### config.mk
export PLATFORM = sky130hd
export DESIGN_NAME = bcd_counter_4digit
export DESIGN_NICKNAME = d
export VERILOG_FILES = /design/src/rtl/bcd_counter_4digit.sv
export SDC_FILE = /design/constraint.sdc
export NUM_CORES = 1
export LEC_CHECK = 0
export BUFFER_PORTS_ARGS = -buffer_cell sky130_fd_sc_hd__buf_4
export CAP_MARGIN = 25
export CORE_MARGIN = 2
export CORE_UTILIZATION = 30
export DETAILED_ROUTE_END_ITERATION = 16
export PLACE_DENSITY = 0.54
export SYNTH_ARGS = -nofsm -noshare
export SYNTH_HDL_FRONTEND = slang
export SYNTH_SLANG_ARGS = --single-unit
### constraint.sdc
create_clock -name clk -period 1.45 [get_ports clk]
set_input_delay 0.0725 -clock clk [delete_from_list [all_inputs] [get_ports clk]]
set_output_delay 0.0725 -clock clk [all_outputs]
set_load 0.01 [all_outputs]
### src/rtl/bcd_counter_4digit.sv
// rtl/bcd_counter_4digit.sv - free-running multi-digit BCD counter with per-digit carry enables
module bcd_counter_4digit #(
  parameter int NUM_DIGITS = 4
) (
  input  logic                      clk,
  input  logic                      reset,
  output logic [NUM_DIGITS-1:1]     ena,
  output logic [4*NUM_DIGITS-1:0]   q
);

  logic [NUM_DIGITS-1:0] nine;
  logic [NUM_DIGITS-1:0] step;

  assign step[0] = 1'b1;

  for (genvar i = 0; i < NUM_DIGITS; i++) begin : g_nine
    assign nine[i] = (q[4*i +: 4] == 4'd9);
  end

  // A digit advances only when every lower digit is about to roll over.
  for (genvar i = 1; i < NUM_DIGITS; i++) begin : g_ena
    assign ena[i]  = &nine[i-1:0];
    assign step[i] = ena[i];
  end

  always_ff @(posedge clk or posedge reset) begin
    if (reset) begin
      q <= '0;
    end else begin
      for (int i = 0; i < NUM_DIGITS; i++) begin
        if (step[i]) begin
          q[4*i +: 4] <= nine[i] ? 4'd0 : q[4*i +: 4] + 4'd1;
        end
      end
    end
  end

endmodule

==> out/qor.csv, run 1 <==
metric;value;unit
drc;0;
ys_ff_latch;16;
via_count;659;
setup_violations;7;
worst-path-buf-inv;1;
diodes;0;
highest_layer;met4;
cts_tree;built;
routed_wl;1640;microns
track_usage;10.7;%
worstPathArrival;1.48;ns
viasPerCell;4.61;
ir_drop;536;uV
grt_max_degree;17;
first_iter_violations;26;
syn_to_final_growth;43.8;%
drive_above_1_share;50.9;%
cts_buffer_depth;2;
first_pass_iters;4;
avgSynthCellArea;11.6;sq um
outcome;finished, violations left;
syn-num-nets;74;
initial_core_util;30.9;%
reg2regPathDepth;5;
worst-setup-path-type;register to primary output;
hold_viol;0;
ant_nets;0;
setup_tns;-0.418;ns
final_util;44.4;%
cts_buffers;3;
netlist_instances;72;
htreeDepth;1;
fin_crit_sh;107;%
met1Wirelength;727;microns
max_freq;0.646;GHz
core_area;2710;sq um
max-slew-margin-rel;60.2;%
grt_pass1_vias;570;
dpl.hpwl;1190;microns
yosysWarnings;0;
final_common_cell;buf_4;
clockRootBuffer;clkbuf_4;
slowest_delay;0.41;ns
worstSkewPairLatency;0.29;ns
ys_types;28;
rsz0062_at_grt;yes;
critPathSlowestCell;dfrtp_2;
r2r-start;q[1]$_DFF_PP0_;
grt-ovfl-total;0;
end_kind;primary output;
path_cells;and4bb_4 -> nand3_4 -> nor3_4 -> buf_6;
fin_worst_skew;0.000940;ns
drv_cap;0;
largestRegisters;q: 16 flops;
grt_pass1_wl;2690;microns
largest_register;q;
r2r-end;q[13]$_DFFE_PP0P_;
violations;setup timing;
p_leak;0.000616;uW
gp_congestion;0.748;
cp.required;1.38;ns
num_rows;19;
ys_seq_area_share;47.8;%
ios;21;
hold_path.class;primary input to async pin;
cts_sinks;16;
r2r_slack;-0.08;ns
path_delay_family;simple AND/OR/NAND/NOR gates;
cts.clk_slew.worst_paths;0.09;ns
crit_fanout;3;
power_density;627;nW/um^2
met2RoutedLength;815;microns
dieHeight;56.8;microns
nets;115;
setup_slack;-0.0990;ns
fp.dieArea;3230;sq um
crit_path_start_kind;register;
fp.dieW;56.8;microns
largest_reg_flops;16;
layout_common_cells;buf_4, dfrtp_1, nand2_1;
met3_length;86;microns
min_period;1.55;ns
port_buffers;20;
grt_antenna_before_repair;0;
drt-wirelength-per-cell;11.5;microns
drv_slew;0;
syn_area;837;sq um
tightest_slew;0.596;ns
[cell type report]
cell class                 count  area [sq um]
timing repair buffer          38           304
sequential                    16           403
clock buffer                   4          36.3
fill                         264          1510
inverter                       5          18.8
multi-input combinational     49           403
tap                           31          38.8
[per-layer routing]
metal | global-route usage, % | vias to the layer above
met5 | 0 | -
met4 | 1.99 | 0
met3 | 4.15 | 2
met2 | 16.8 | 14
met1 | 14.2 | 316
li1 | - | 327
[cells by family after synthesis]
logic type	synth area share, %
mux	6.43
flops	47.8
simple gates	24.5
xor+xnor	8.22
compound gates	8.07
buf+inv	4.93
[worst reg2reg max path: stages (launching register included)]
cell	delay [ns]
dfrtp_2	0.41
and4bb_4	0.36
buf_4	0.13
buf_4	0.09
nand4_1	0.13
mux2_2	0.30
[stage by stage]
stage	total power, uW	area (sq um)	std cells	hold WS [ns]	setup WS, ns
6_report	754	1200	143	0.391	-0.0990
5_1_grt	795	1200	143	0.456	-0.156
4_1_cts	770	1200	143	0.417	-0.126
3_5_place_dp	466	1100	133	0.193	0.0201
3_3_place_gp	466	1100	133	0.193	0.0541
2_1_floorplan	461	840	72	-0.0139	-0.0288
[report_power, final]
group	total, uW	switching (uW)	internal, uW	leakage, uW
Clock	296	143	153	0.0000210
Combinational	12.3	8.78	3.57	0.000388
Sequential	446	0	446	0.000206
Total	754	152	602	0.000616
[synthesized netlist by cell type]
cell type | count | area (sq um)
dfrtp_1 | 16 | 400
nand2_1 | 6 | 22.5
inv_1 | 5 | 18.8
o21ai_0 | 5 | 25.0
xnor2_1 | 3 | 26.3
xor2_1 | 3 | 26.3
a21oi_1 | 2 | 10.0
a22o_1 | 2 | 17.5
and2_4 | 2 | 17.5
and4bb_2 | 2 | 25.0
buf_6 | 2 | 22.5
mux2_2 | 2 | 22.5
mux2i_1 | 2 | 20.0
nand2b_1 | 2 | 12.5
nand3_1 | 2 | 10.0
nand4_1 | 2 | 12.5
nor2_1 | 2 | 7.51
nor2b_1 | 2 | 12.5
a21bo_2 | 1 | 10.0
and4bb_1 | 1 | 12.5
mux2_1 | 1 | 11.3
nand3_2 | 1 | 10.0
nand3_4 | 1 | 17.5
nand3b_1 | 1 | 7.51
nand4_4 | 1 | 21.3
nor3_4 | 1 | 16.3
o21ai_1 | 1 | 5.00
xnor2_2 | 1 | 16.3
[what timing repair did]
action,4_1_cts,5_1_grt
setup buffers,5,0
gates resized for setup,5,1
endpoints found under the setup margin,3,11
gates cloned,0,0
endpoints found under the hold margin,16,0
pin swaps,2,2
hold buffers,1,0
[worst max-delay path by stage]
stage | start | to | slack, ns | depth (start not counted)
floorplan | q[1]$_DFF_PP0_ | q[14]$_DFFE_PP0P_ | -0.03 | 6
global placement | q[1]$_DFF_PP0_ | q[5]$_DFFE_PP0N_ | 0.05 | 3
detailed placement | q[1]$_DFF_PP0_ | q[5]$_DFFE_PP0N_ | 0.02 | 3
CTS | q[2]$_DFF_PP0_ | ena[3] | -0.13 | 4
global route | q[1]$_DFF_PP0_ | ena[3] | -0.16 | 4
finish | q[1]$_DFF_PP0_ | ena[3] | -0.1 | 4
No activity file was read; power rests on OpenSTA's default activity.
==> run 2: changes to the inputs <==
Settings changed: REMOVE_ABC_BUFFERS from default to 1.
==> run 2 against run 1 <==
  * The flow still finishes with violations (setup timing)
  * Worst setup slack better by 0.010 ns
  * Fmax rose by 0.68%
  * Clock skew increased by 0.0038 ns
  * Sequential share of layout area fell by 0.62 points
  * Count of clock-buffer cells in the layout shrank 1
  * Die area is the same
  * Register-to-register slack gained 0.03 ns
==> out/qor.csv, run 2 (synthesis results as in run 1) <==
metric;value;unit
core_area;2710;sq um
seqPwrFrac;64.3;%
largest_register;q;
layout_common_cells;buf_4, dfrtp_1, nand2_1, inv_1, o21ai_0;
largest_reg_flops;16;
track_usage;11.4;%
diodes;0;
port_buffers;20;
final_common_cell;buf_4;
p_leak;0.000635;uW
hold_path.class;primary input to async pin;
cts_sinks;16;
htreeDepth;1;
violations;setup timing;
cts_buffer_depth;2;
largestRegisters;q: 16 flops;
syn_to_final_growth;45.6;%
fin_worst_skew;0.00477;ns
drv_slew;0;
gp_congestion;0.704;
grt_max_degree;17;
grt-ovfl-total;0;
grt_antenna_before_repair;0;
end_kind;primary output;
rsz0062_at_grt;yes;
drt-wirelength-per-cell;11.5;microns
hold_viol;0;
crit_fanout;2;
p_clk_share;33.8;%
max_freq;0.650;GHz
cts_tree;built;
worstPathArrival;1.47;ns
power_frac_comb;1.8;%
drv_cap;0;
seqCellArea;400;sq um
grt_pass1_wl;2840;microns
tightest_slew;0.628;ns
fin_crit_sh;106;%
cts_buffers;3;
dieHeight;56.8;microns
place_ws;0.0193;ns
routed_wl;1670;microns
internal-power;546;uW
power_density;569;nW/um^2
viasPerCell;4.60;
crit_path_start_kind;register;
first_iter_violations;6;
fill_cells;268;
drive_above_1_share;52.6;%
max-slew-margin-rel;58.1;%
hold_ws;0.410;ns
worst-setup-path-type;register to primary output;
fp.dieArea;3230;sq um
worstSkewPairLatency;0.29;ns
multi_input_comb_area;417;sq um
fp.dieW;56.8;microns
setup_tns;-0.298;ns
ios;21;
min_period;1.54;ns
cp.required;1.38;ns
grt_pass1_vias;597;
via_count;667;
dpl.hpwl;1190;microns
setup_violations;7;
clockRootBuffer;clkbuf_4;
drc;0;
outcome;finished, violations left;
ant_nets;0;
ir_drop;587;uV
switchingPower;147;uW
cts.clk_slew.worst_paths;0.09;ns
initial_core_util;30.9;%
nets;118;
swShare;21.2;%
power;693;uW
setup_slack;-0.0885;ns
num_rows;19;
first_pass_iters;4;
-- run 2: power by group through the flow --
stage	Clock [uW]	Combinational, uW	Sequential [uW]
floorplan	0	6.74	455
global placement	0	11.5	455
detailed placement	0	11.9	455
CTS	248	13.8	446
global route	259	15.1	446
finish	235	12.8	446
-- run 2: final cells by class --
cell class / instances / share of cell area [%]
clock buffer: 3 / 1.85
tap: 31 / 3.18
timing repair buffer: 41 / 26.4
multi-input combinational: 49 / 34.2
inverter: 5 / 1.54
sequential: 16 / 32.9
-- run 2: through the flow --
stage | instances | utilization, % | area (sq um)
finish | 145 | 45.0 | 1220
global route | 145 | 45.0 | 1220
CTS | 143 | 43.6 | 1180
detailed placement | 133 | 40.4 | 1090
global placement | 133 | 40.4 | 1090
floorplan | 70 | - | 815
-- run 2: worst max-delay path, stage by stage, from the launching register on --
cell and delay [ns]:
dfrtp_1 0.40, and4bb_2 0.36, nand3_4 0.10, nor3_4 0.20, buf_6 0.12
-- run 2: path summary, 6_finish.rpt --
kind	startpoint	to	slack, ns	cells past startpoint
worst max-delay path	q[6]$_DFFE_PP0N_	ena[3]	-0.09	4
worst min register to register	q[12]$_DFFE_PP0P_	q[12]$_DFFE_PP0P_	0.51	1
min in group clk	q[12]$_DFFE_PP0P_	q[12]$_DFFE_PP0P_	0.51	1
max in group asynchronous	reset	q[3]$_DFF_PP0_	0.64	3
worst min-delay path	reset	q[13]$_DFFE_PP0P_	0.41	3
worst max register to register	q[2]$_DFF_PP0_	q[5]$_DFFE_PP0N_	-0.05	5
-- run 2: routing by layer --
layer  wire length, microns  track usage, %
met5                      0               0
met4                     24            3.99
met3                     91            4.15
met2                    753            16.3
met1                    804            15.9
-- run 2: repair_timing --
item | in CTS | in global routing
endpoints found under the hold margin | 16 | 0
hold buffers | 1 | 0
endpoints found under the setup margin | 3 | 11
pin swaps | 7 | 8
cloned | 0 | 0
setup buffers | 6 | 3
resized for setup | 4 | 6
==> run 3: changes to the inputs <==
Settings changed: SKIP_CTS_REPAIR_TIMING from default to 1.
==> run 3 against run 2 <==
  * Combinational power hardly changed
  * Critical endpoint unchanged
  * Register-to-register slack improved by 0.05 ns
  * Clock skew increased by 0.0012 ns
  * The flow still finishes with violations (setup timing)
  * First-iteration DRC count rose by 33%
  * Utilization shrank 1.5 points
  * Flip-flop and latch count is the same
==> out/qor.csv, run 3 (synthesis results as in run 1) <==
metric;value;unit
outcome;finished, violations left;
violations;setup timing;
cts.clk_slew.worst_paths;0.09;ns
fin_worst_skew;0.00594;ns
place_ws;0.0193;ns
grt_pass1_wl;2650;microns
syn_to_final_growth;40.8;%
drc;0;
fin_crit_sh;110;%
end_kind;primary output;
hold_viol;0;
fp.dieW;56.8;microns
internal-power;546;uW
cts_buffer_depth;2;
gp_congestion;0.704;
met3_length;79;microns
final_common_cell;buf_4;
path_cells;and4bb_4 -> nand3_4 -> nor3_4 -> buf_6;
cts_sinks;16;
ant_nets;0;
viasPerCell;4.54;
power_frac_comb;1.9;%
rsz0062_at_grt;yes;
crit_path_start_kind;register;
worstPathArrival;1.52;ns
worst-setup-path-type;register to primary output;
swShare;20.8;%
path_delay_family;simple AND/OR/NAND/NOR gates;
tightest_slew;0.629;ns
largestRegisters;q: 16 flops;
grt_pass1_vias;550;
grt_antenna_before_repair;0;
power_density;585;nW/um^2
ios;21;
first_iter_violations;8;
p_leak;0.000614;uW
worstSkewPairLatency;0.28;ns
max_freq;0.630;GHz
switchingPower;144;uW
drt-wirelength-per-cell;12.0;microns
fill_cells;269;
core_area;2710;sq um
seqPwrFrac;64.7;%
fin_area;1180;sq um
critPathSlowestCell;dfrtp_1;
port_buffers;20;
diodes;0;
post_dp_cell_area;1090;sq um
hold_path.class;primary input to async pin;
highest_layer;met3;
largest_reg_flops;16;
drive_above_1_share;47.7;%
power;689;uW
initial_core_util;30.9;%
drv_slew;0;
via_count;645;
first_pass_iters;4;
setup_slack;-0.138;ns
slowest_delay;0.39;ns
met1Wirelength;807;microns
cts_tree;built;
met2RoutedLength;815;microns
fp.dieArea;3230;sq um
clockRootBuffer;clkbuf_4;
htreeDepth;1;
routed_wl;1700;microns
layout_common_cells;buf_4, dfrtp_1, nand2_1;
drv_cap;0;
nets;115;
max-slew-margin-rel;58.1;%
crit_fanout;5;
num_rows;19;
p_clk_share;33.5;%
cp.required;1.38;ns
ir_drop;668;uV
dieHeight;56.8;microns
grt-ovfl-total;0;
grt_max_degree;17;
worst-path-buf-inv;1;
min_period;1.59;ns
cts_buffers;3;
largest_register;q;
dpl.hpwl;1190;microns
track_usage;10.5;%
setup_violations;2;
[run 3: cell types whose count changed in the layout (fill, tap and decap cells not counted), sizes merged]
cell  change
buf       -3
[run 3: metal layers]
layer / track usage, % / vias to the layer above
met4: 1.99 / 0
li1: - / 327
met2: 15.1 / 14
met3: 4.15 / 0
met5: 0 / -
met1: 14.9 / 304
[run 3: final timing paths]
| kind | startpoint | to | slack, ns | cells after the start |
|---|---|---|---|---|
| max reg2reg | q[1]$_DFF_PP0_ | q[12]$_DFFE_PP0P_ | 0 | 5 |
| min reg2reg | q[12]$_DFFE_PP0P_ | q[12]$_DFFE_PP0P_ | 0.53 | 1 |
| max in group asynchronous | reset | q[3]$_DFF_PP0_ | 0.63 | 3 |
| max | q[1]$_DFF_PP0_ | ena[3] | -0.14 | 4 |
| min in group clk | q[12]$_DFFE_PP0P_ | q[12]$_DFFE_PP0P_ | 0.53 | 1 |
| min | reset | q[13]$_DFFE_PP0P_ | 0.42 | 3 |
[run 3: layout make-up]
cell class	instances	area (sq um)	area share (%)
clock buffers	3	22.5	1.91
multi-input cells	49	399	33.9
repair buffers	38	299	25.4
well taps	31	38.8	3.29
inverters	5	18.8	1.59
flip-flops and latches	16	400	34.0
[run 3: power by group through the flow]
| stage | logic, uW | registers (uW) | clock network, uW |
|---|---|---|---|
| final | 12.8 | 446 | 231 |
| after global routing | 15.1 | 446 | 257 |
| after CTS | 11.8 | 446 | 248 |
| after detailed placement | 11.9 | 455 | 0 |
| after global placement | 11.5 | 455 | 0 |
| after floorplan | 6.74 | 455 | 0 |
[run 3: tightest hold or removal path: cells and delay by family]
kind | cells | cell delay (ns)
buffers and inverters | 3 | 1.12
[run 3: stage by stage]
| stage | utilization, % | hold slack (ns) | TNS (ns) | std cells |
|---|---|---|---|---|
| 2_1_floorplan | - | -0.0138 | -0.842 | 70 |
| 3_3_place_gp | 40.4 | 0.194 | 0 | 133 |
| 3_5_place_dp | 40.4 | 0.204 | 0 | 133 |
| 4_1_cts | 41.2 | -0.118 | -0.362 | 136 |
| 5_1_grt | 43.5 | 0.473 | -0.461 | 142 |
| 6_report | 43.5 | 0.415 | -0.139 | 142 |
